===== src/rtl/monitor_scan_sequencer.sv =====
// monitor_scan_sequencer
// Walks the ADC/DAC monitor mux over the enabled converter tiles. Each
// tile is settled, held for the dwell time, and then one capture is
// requested from the capture buffer.
module monitor_scan_sequencer #(
   parameter int NUM_CH        = 8,
   parameter int SETTLE_CYCLES = 2,
   parameter int DWELL_W       = 16
) (
   input  logic               clock,
   input  logic               resetn,
   input  logic               start,
   input  logic               stop,
   input  logic               continuous,
   input  logic [NUM_CH-1:0]  ch_mask,
   input  logic [DWELL_W-1:0] dwell_len,
   output logic [2:0]         adc_monitor_select,
   output logic [2:0]         dac_monitor_select,
   output logic               capture_req,
   input  logic               capture_ack,
   output logic               busy,
   output logic               done,
   output logic [2:0]         cur_ch,
   output logic [DWELL_W-1:0] scan_count,
   output logic               cfg_err
);

   typedef enum logic [1:0] {IDLE, SETTLE, DWELL, CAPTURE} state_t;

   localparam logic [DWELL_W-1:0] SETTLE_LAST = DWELL_W'(SETTLE_CYCLES - 1);

   state_t             state;
   logic [NUM_CH-1:0]  mask_q;
   logic [DWELL_W-1:0] dwell_q;
   logic [DWELL_W-1:0] cnt;
   logic [DWELL_W-1:0] dwell_last;
   logic [2:0]         first_ch;
   logic [2:0]         start_ch;
   logic [2:0]         next_ch;
   logic               next_vld;

   // Lowest enabled tile of a mask; callers guarantee the mask is non-zero.
   function automatic logic [2:0] lowest_set(input logic [NUM_CH-1:0] m);
      logic [2:0] r;
      r = '0;
      for (int i = NUM_CH - 1; i >= 0; i--)
         if (m[i]) r = 3'(i);
      return r;
   endfunction

   // Selects always track the current channel register.
   assign adc_monitor_select = cur_ch;
   assign dac_monitor_select = cur_ch;

   // A zero dwell behaves like a one-cycle dwell.
   assign dwell_last = (dwell_q == '0) ? '0 : dwell_q - DWELL_W'(1);

   assign first_ch = lowest_set(mask_q);
   assign start_ch = lowest_set(ch_mask);

   // Priority search for the lowest enabled tile above the current one.
   always_comb begin
      next_ch  = '0;
      next_vld = 1'b0;
      for (int i = NUM_CH - 1; i >= 0; i--) begin
         if (mask_q[i] && (i > int'(cur_ch))) begin
            next_ch  = 3'(i);
            next_vld = 1'b1;
         end
      end
   end

   // Scan state machine with registered outputs; stop overrides everything.
   always_ff @(posedge clock or negedge resetn) begin
      if (!resetn) begin
         state       <= IDLE;
         mask_q      <= '0;
         dwell_q     <= '0;
         cnt         <= '0;
         cur_ch      <= '0;
         capture_req <= 1'b0;
         busy        <= 1'b0;
         done        <= 1'b0;
         scan_count  <= '0;
         cfg_err     <= 1'b0;
      end else begin
         done    <= 1'b0;
         cfg_err <= 1'b0;
         if (stop) begin
            if (state != IDLE) begin
               state       <= IDLE;
               busy        <= 1'b0;
               capture_req <= 1'b0;
            end
         end else begin
            case (state)
               IDLE: begin
                  if (start) begin
                     if (ch_mask == '0) begin
                        cfg_err <= 1'b1;
                     end else begin
                        mask_q  <= ch_mask;
                        dwell_q <= dwell_len;
                        cur_ch  <= start_ch;
                        cnt     <= '0;
                        busy    <= 1'b1;
                        state   <= SETTLE;
                     end
                  end
               end
               SETTLE: begin
                  if (cnt == SETTLE_LAST) begin
                     cnt   <= '0;
                     state <= DWELL;
                  end else begin
                     cnt <= cnt + DWELL_W'(1);
                  end
               end
               DWELL: begin
                  if (cnt == dwell_last) begin
                     cnt         <= '0;
                     capture_req <= 1'b1;
                     state       <= CAPTURE;
                  end else begin
                     cnt <= cnt + DWELL_W'(1);
                  end
               end
               CAPTURE: begin
                  if (capture_ack) begin
                     capture_req <= 1'b0;
                     cnt         <= '0;
                     if (next_vld) begin
                        cur_ch <= next_ch;
                        state  <= SETTLE;
                     end else begin
                        done <= 1'b1;
                        if (scan_count != '1) scan_count <= scan_count + DWELL_W'(1);
                        if (continuous) begin
                           cur_ch <= first_ch;
                           state  <= SETTLE;
                        end else begin
                           busy  <= 1'b0;
                           state <= IDLE;
                        end
                     end
                  end
               end
               default: state <= IDLE;
            endcase
         end
      end
   end

endmodule


===== config.mk =====
export PLATFORM = sky130hd
export DESIGN_NAME = monitor_scan_sequencer
export DESIGN_NICKNAME = d
export VERILOG_FILES = /design/src/rtl/monitor_scan_sequencer.sv
export SDC_FILE = /design/constraint.sdc
export NUM_CORES = 1
export LEC_CHECK = 0
export ABC_AREA = 1
export CORE_MARGIN = 8
export CORE_UTILIZATION = 56
export DETAILED_ROUTE_END_ITERATION = 10
export HOLD_SLACK_MARGIN = 0.08
export PLACE_DENSITY = 0.88
export RECOVER_POWER = 50
export SKIP_LAST_GASP = 1
export SYNTH_ARGS = -nofsm -noshare
export SYNTH_HDL_FRONTEND = slang
export SYNTH_SLANG_ARGS = --single-unit
export TNS_END_PERCENT = 50

===== constraint.sdc =====
create_clock -name clock -period 2.7 [get_ports clock]
set_input_delay 0.54 -clock clock [delete_from_list [all_inputs] [get_ports clock]]
set_output_delay 0.54 -clock clock [all_outputs]
set_load 0.01 [all_outputs]

Yosys cells after proc, flatten, opt, wreduce, memory -nomap -nowiden

Cells that the tools add are included.

Input port bits: 30
Bits in read-only memories: 0
RAM bits: 0
Memories: 0
Register bits after elaboration: 65
Latch bits: 0
Word-level logic and storage cells: 135

Mux-type cells: 73
Eq/ne operators: 18
Order comparisons: 7
Divide/modulo/power cells: 0
$mul: 0
Add/sub/neg operators: 3
Shift operators: 0
Bitwise operators: 3
Reduce and logical (&&, ||, !) cells: 21

Operator list:

| kind                                                                  | count |
|---|---|
| 16-bit two-way mux                                                    | 6 |
| 3-bit two-way mux                                                     | 28 |
| 16-bit case mux with 4 select lines                                   | 1 |
| 16-bit by 1-bit adder with 16-bit output (second input constant)      | 2 |
| 1-bit two-way mux                                                     | 27 |
| 3-bit != test (second input constant)                                 | 8 |
| 16-bit by 1-bit == test with 1-bit output (second input constant)     | 1 |
| 16-bit == test                                                        | 1 |
| 16-bit logical NOT                                                    | 1 |
| 16-bit != test (second input constant)                                | 1 |
| 16-bit by 1-bit subtractor with 16-bit output (second input constant) | 1 |
| 2-bit two-way mux                                                     | 7 |
| 3-bit > comparator (first input constant)                             | 4 |
| 4-bit AND reduction                                                   | 3 |
| 6-bit AND reduction                                                   | 2 |
| 8-bit logical NOT                                                     | 1 |
| 2-bit case mux with 4 select lines                                    | 1 |
| 1-bit logical AND                                                     | 7 |
| 7-bit AND reduction                                                   | 1 |
| 2-bit by 3-bit > comparator with 1-bit output (first input constant)  | 2 |
| 2-bit != test (second input constant)                                 | 3 |
| 3-bit case mux with 2 select lines                                    | 1 |
| 3-bit nonzero test                                                    | 2 |
| 5-bit AND reduction                                                   | 1 |
| 8 further kinds                                                       | 13 |

Longest topological paths before layout

Depth in word-level cells: 13
Mapped depth: 19

Worst setup path before layout

OpenSTA, ideal clock, no wires.

Kind: register to register
From: register dwell_q[0]
To: register cnt[11]
Path buffers: 2
Clock period less this slack: 2,141 ps
Setup slack: 559 ps
Stages on the path, launching flop included: 18
Arrival time: 2,023 ps
Setup time: 117 ps
Path through: dfrtp_1 -> inv_1 -> ha_1 -> nand2_1 -> nor2_1 -> nand2_4 -> buf_6 -> nand3_2 -> nand2_1 -> nor2_1 -> nand3b_1 -> nor2_1 -> nand3_1 -> nand2_1 -> nand2_2 -> buf_6 -> nand3_1 -> nand2_1

Word-level cells in the longest chain between the ends: 5

Ends and longest elaborated chain:

| what                                                                                | RTL line | text |
|---|---|---|
| from (decl)                                                                         | 34       | `logic [DWELL_W-1:0] dwell_q;` |
| from (signal assigned)                                                              | 103      | `dwell_q <= dwell_len;` |
| 16-bit by 1-bit subtractor with 16-bit output or 16-bit logical NOT (tied branches) | 56       | `assign dwell_last = (dwell_q == '0) ? '0 : dwell_q - DWELL_W'(1);` |
| 16-bit two-way mux (*)                                                              | 56       |  |
| 16-bit == test (*)                                                                  | 120      | `if (cnt == dwell_last) begin` |
| 16-bit two-way mux (*)                                                              | 120      |  |
| 16-bit case mux with 4 select lines (*)                                             | 96       | `case (state)` |
| to (signal assigned)                                                                | 116      | `cnt <= cnt + DWELL_W'(1);` |
| to (signal assigned)                                                                | 125      | `cnt <= cnt + DWELL_W'(1);` |
| to (decl)                                                                           | 35       | `logic [DWELL_W-1:0] cnt;` |

Mark *: on every way between the ends. The rest lies on a longest branch, timed or not.
A chain may end at the register's enable or synchronous reset.

Final worst setup path

From: register dwell_q[1]
To: register cnt[15]

The elaborated chain is that of the path after synthesis.

==> summary.txt <==
Timing
  – Total Negative Setup Slacks: 0 ps
  – Final Worst Setup Slack: 246 ps
  – Relative slew slack: -6.15%
  – Final Skew: 11.6 ps
  – Setup repair after global routing missed its margin: false
  – Final slew viol count: 66
  – Maximum clock frequency: a little over 400 MHz
  – Final setup violation count: 0
  – Tcrit/Tclk final: 90.9%
  – Worst Max-Slew Pin Slew: 1590 ps
  – Count of endpoints failing hold in the final timing report: 0
  – Shortest period the worst path allows: 2450 ps

Pwr
  – Overall power of the completed layout: 4.07 mW
  – Sequential share of power: 35.9%
  – Cell area power density: 777 nW/um2
  – Net Sw Frac: a little over two fifths
  – Share of total power in combinational logic: 43.3%
  – Static Leak: 2.59 nW
  – Net load switching power: between 1.5 and 2 mW
  – Worst VDD drop: just under 0.7 mV
  – Internal: 2.33 mW
  – Clock share of power: 20.8%

Hold path
  – Type of the tightest min-delay check: reg2reg
  – Min-Delay Path Depth: 2
  – Startpoint of the lowest-slack hold path: capture_req
  – Worst hold endpoint: capture_req

Critical path
  – Number of cells on the worst reg-to-reg path: 15
  – Buf/Inv on CP: 1
  – FF-to-FF setup slack: 250 ps
  – Maximum fanout along the worst path: 33
  – Reg-to-reg critical path endpoint: cnt[15]
  – Critical path capture point type: flop
  – Data arrival time at the worst-slack endpoint: 2660 ps
  – Data required time of the critical path: 2910 ps
  – Cell Chain, Critical Path: inv_1 -> ha_1 -> nand2_1 -> nor2_1 -> nand2_4 -> nand3_1 -> nand2_1 -> nor2_1 -> nand4_1 -> nor2_1 -> nand3_1 -> nand2_1 -> nand2_2 -> nand2_1 -> o21ai_0
  – Type of the setup path with the least slack: reg2reg
  – Slowest CP cell: sky130_fd_sc_hd__dfrtp_1
  – R2r startpoint: dwell_q[1]
  – Worst path top cell family by delay: simple AND/OR/NAND/NOR gates
  – Crit. path cell count: 15
  – Slowest stage delay, CP: 380 ps
  – Cell type with the highest occurrence count on the critical path: sky130_fd_sc_hd__nand2_1
  – Startpoint Class: flop

Route
  – Remaining antenna violation count: 0
  – Total via count in the routed design: 4429
  – Detailed Routing Iterations Pass 1: 5
  – Drt via density: 5.62
  – Number of violations reported at the end of detailed-routing iteration 0: 311
  – Total routed wirelength: ~11000 um
  – DRC violations left: 0
  – Post-DR wirelength/cell: approximately 14 um

Clocking
  – Maximum count of clock buffers along a single path: 2
  – Number of levels the H-tree was split into: 3
  – Cts-stage hold buffer count: 0
  – Clk slew on worst S/H paths: 80 ps
  – Clock tree from TritonCTS: yes
  – Cells resized by post-CTS repair: 0
  – Number of clock buffers inserted by TritonCTS: 9
  – Sink count of the clock tree: 65
  – Count of buffers added by post-CTS timing repair for setup: 0
  – Latest clock arrival within the worst-skew pair: 350 ps
  – Clock root cell: sky130_fd_sc_hd__clkbuf_8

Synth
  – Synth warn: 0
  – EDFF count, synth: 0
  – Largest area contributor in the synthesized netlist: sky130_fd_sc_hd__dfrtp_1
  – Flip-flop and latch count after synthesis: 65
  – Synth Area per Inst: 7.04 um2
  – Syn Std Cell Area: roughly 4400 um2
  – Async set-or-reset flop fraction in the synthesized netlist: 100%
  – Most numerous cell in the Yosys netlist: sky130_fd_sc_hd__nand2_1
  – Xor-xnor portion of the synthesized cell area: 5.38%
  – Post-synth top flop: sky130_fd_sc_hd__dfrtp_1
  – Compound-cell area share of the yosys netlist: under 10%
  – Mapped Cells: 624
  – Part of the Yosys area used for sequential elements: 37.0%
  – Simple-gate share of the synthesized area: 38.3%
  – Area share of the largest cell type after synthesis: 37.0%
  – Count of unique library cells instantiated by Yosys: 39
  – Nets in the synthesized netlist: 663
  – Mux cell area share after synthesis: less than 1%
  – Main combinational cell family by area after synthesis: simple AND/OR/NAND/NOR gates
  – Top cells by area in the synthesized netlist: sky130_fd_sc_hd__dfrtp_1 (37%), sky130_fd_sc_hd__nand2_1 (14%), sky130_fd_sc_hd__nand3_1 (7.1%), sky130_fd_sc_hd__nor2_1 (6.8%), sky130_fd_sc_hd__inv_1 (6.1%)
  – Synth cell count leaders: sky130_fd_sc_hd__nand2_1 (165), sky130_fd_sc_hd__nor2_1 (79), sky130_fd_sc_hd__inv_1 (71), sky130_fd_sc_hd__dfrtp_1 (65), sky130_fd_sc_hd__nand3_1 (62)
  – Post-synthesis share of cell area spent on full adders, half adders and majority gates: 2.56%

Final layout
  – Count of antenna diodes in the layout: 0
  – Final instance area: between 5000 and 6000 um2
  – Filler Cell Count: a little over 600
  – Register cell area after layout: about 1600 um2
  – # nets final: 720
  – Area added between synthesis and finish: 19.2%
  – Number of non-filler instances in the completed layout: 788
  – Combined area of the multi-input logic cells: 2370 um2
  – Layout cell share with drive strength beyond 1: 6.71%

Floorplanning
  – Effective utilization at floorplan: 57.4%
  – Core area: roughly 7600 um2
  – Num rows: 32
  – Die height: 105 um
  – Count of pins on the block boundary: 59
  – Chip Width: ~100 um
  – DIE AREA: 10900 um2

Place
  – Routability congestion estimate from global placement: 0.967
  – Worst setup slack before clock tree synthesis: just under 70 ps
  – Placed Instance Area: 5040 um2
  – Number of buffers inserted by port buffering: 58
  – DP Wirelength: 8420 um
  – Cell count after placement: between 700 and 800

Run
  – Maxcap violations: 1

Status
  – Result of the run: finished with violations
  – Violations in the final reports: max-capacitance violations, max-slew violations

Global routing
  – Global route total overflow: 0
  – Global-route wire length before repair: 19800 um
  – Largest net degree at the start of global routing: 66
  – Number of global-route vias before repair: about 4400
  – Initial antenna violation count: 0
  – Global router's overall resource usage: 21.2%
==> worst register-to-register path, stage by stage, from the launching register on <==
cell,delay [ps]
sky130_fd_sc_hd__dfrtp_1,380
sky130_fd_sc_hd__inv_1,80
sky130_fd_sc_hd__ha_1,180
sky130_fd_sc_hd__nand2_1,100
sky130_fd_sc_hd__nor2_1,190
sky130_fd_sc_hd__nand2_4,220
sky130_fd_sc_hd__nand3_1,160
sky130_fd_sc_hd__nand2_1,80
sky130_fd_sc_hd__nor2_1,160
sky130_fd_sc_hd__nand4_1,100
sky130_fd_sc_hd__nor2_1,90
sky130_fd_sc_hd__nand3_1,90
sky130_fd_sc_hd__nand2_1,80
sky130_fd_sc_hd__nand2_2,180
sky130_fd_sc_hd__nand2_1,130
sky130_fd_sc_hd__o21ai_0,100
==> per-layer routing <==
| layer | part of all wire, % | track usage, % |
|---|---|---|
| met1 | 42 | 25.2 |
| met4 | 2.5 | 7.45 |
| met2 | 48 | 36.5 |
| met5 | 0 | 0 |
| met3 | 7.8 | 5.41 |
==> flip-flops by register name (all words and copies together) (netlist names) <==
register and cells:
state 2, mask_q 8, adc_monitor_select 3, busy 1, capture_req 1, dwell_q 16
done 1, cfg_err 1, scan_count 16, cnt 16
==> metrics by stage <==
| stage | hold WS, ps | utilization, % |
|---|---|---|
| global route | 508 | 68.4 |
| floorplan | 244 | - |
| global placement | 466 | 65.9 |
| CTS | 406 | 68.5 |
| detailed placement | 466 | 65.9 |
| finish | 484 | 68.4 |
==> final cells by class <==
cell class / count / share of cell area (%)
clock buffer: 9 / 2.37
inverter: 74 / 5.31
clock inverter: 7 / 1.48
multi-input combinational: 467 / 45.3
timing repair buffer: 64 / 12.0
tap: 102 / 2.44
sequential: 65 / 31.1
==> cells in the final DEF, fill, tap and decap left out, types with 2 or more instances in the layout <==
| cell | instances |
|---|---|
| sky130_fd_sc_hd__clkdlybuf4s50_1 | 45 |
| sky130_fd_sc_hd__o21ai_1 | 4 |
| sky130_fd_sc_hd__nand2_2 | 2 |
| sky130_fd_sc_hd__a21oi_1 | 24 |
| sky130_fd_sc_hd__nor3_2 | 3 |
| sky130_fd_sc_hd__inv_6 | 2 |
| sky130_fd_sc_hd__nor2_4 | 3 |
| sky130_fd_sc_hd__nor2_1 | 78 |
| sky130_fd_sc_hd__dfrtp_1 | 65 |
| sky130_fd_sc_hd__nand4_1 | 34 |
| sky130_fd_sc_hd__xor2_1 | 23 |
| sky130_fd_sc_hd__nor4_1 | 5 |
| sky130_fd_sc_hd__clkinv_4 | 2 |
| sky130_fd_sc_hd__nand3_1 | 62 |
| sky130_fd_sc_hd__dlygate4sd3_1 | 12 |
| sky130_fd_sc_hd__ha_1 | 9 |
| sky130_fd_sc_hd__nand3b_1 | 3 |
| sky130_fd_sc_hd__xnor2_1 | 4 |
| sky130_fd_sc_hd__inv_2 | 3 |
| sky130_fd_sc_hd__inv_1 | 71 |
| sky130_fd_sc_hd__mux2_2 | 3 |
| sky130_fd_sc_hd__clkbuf_8 | 9 |
| sky130_fd_sc_hd__buf_4 | 4 |
| sky130_fd_sc_hd__o21ai_0 | 22 |
| sky130_fd_sc_hd__nand2_1 | 165 |
| sky130_fd_sc_hd__nand3_2 | 2 |
| sky130_fd_sc_hd__nor2_2 | 3 |
| sky130_fd_sc_hd__nor3_1 | 6 |
==> kinds of logic (layout without fill, tap and decap cells) <==
kind of cell             count (synthesis)  after routing
buffers and inverters                   92            154
XOR/XNOR                                27             27
flip-flops                              65             65
multiplexers                             3              3
AO/OA/AOI/OAI                           57             57
adder cells (fa/ha/maj)                  9              9
AND/OR/NAND/NOR                        371            371
==> worst max-delay path by stage <==
stage / startpoint / slack (ps) / endpoint
floorplan: dwell_q[0] / 560 / cnt[11]
global placement: ch_mask[6] / 160 / cnt[11]
detailed placement: ch_mask[6] / 70 / cnt[3]
CTS: dwell_q[1] / 230 / cnt[15]
global route: dwell_q[9] / 20 / cnt[15]
finish: dwell_q[1] / 250 / cnt[15]
==> power groups by stage <==
stage	logic, mW	clock network (mW)	registers [mW]
after floorplan	1.25	0	1.42
after global placement	1.66	0	1.46
after detailed placement	1.73	0	1.47
after CTS	1.74	0.857	1.46
after global routing	1.97	0.904	1.50
final	1.76	0.846	1.46
Power figures use the tool's default switching activity.
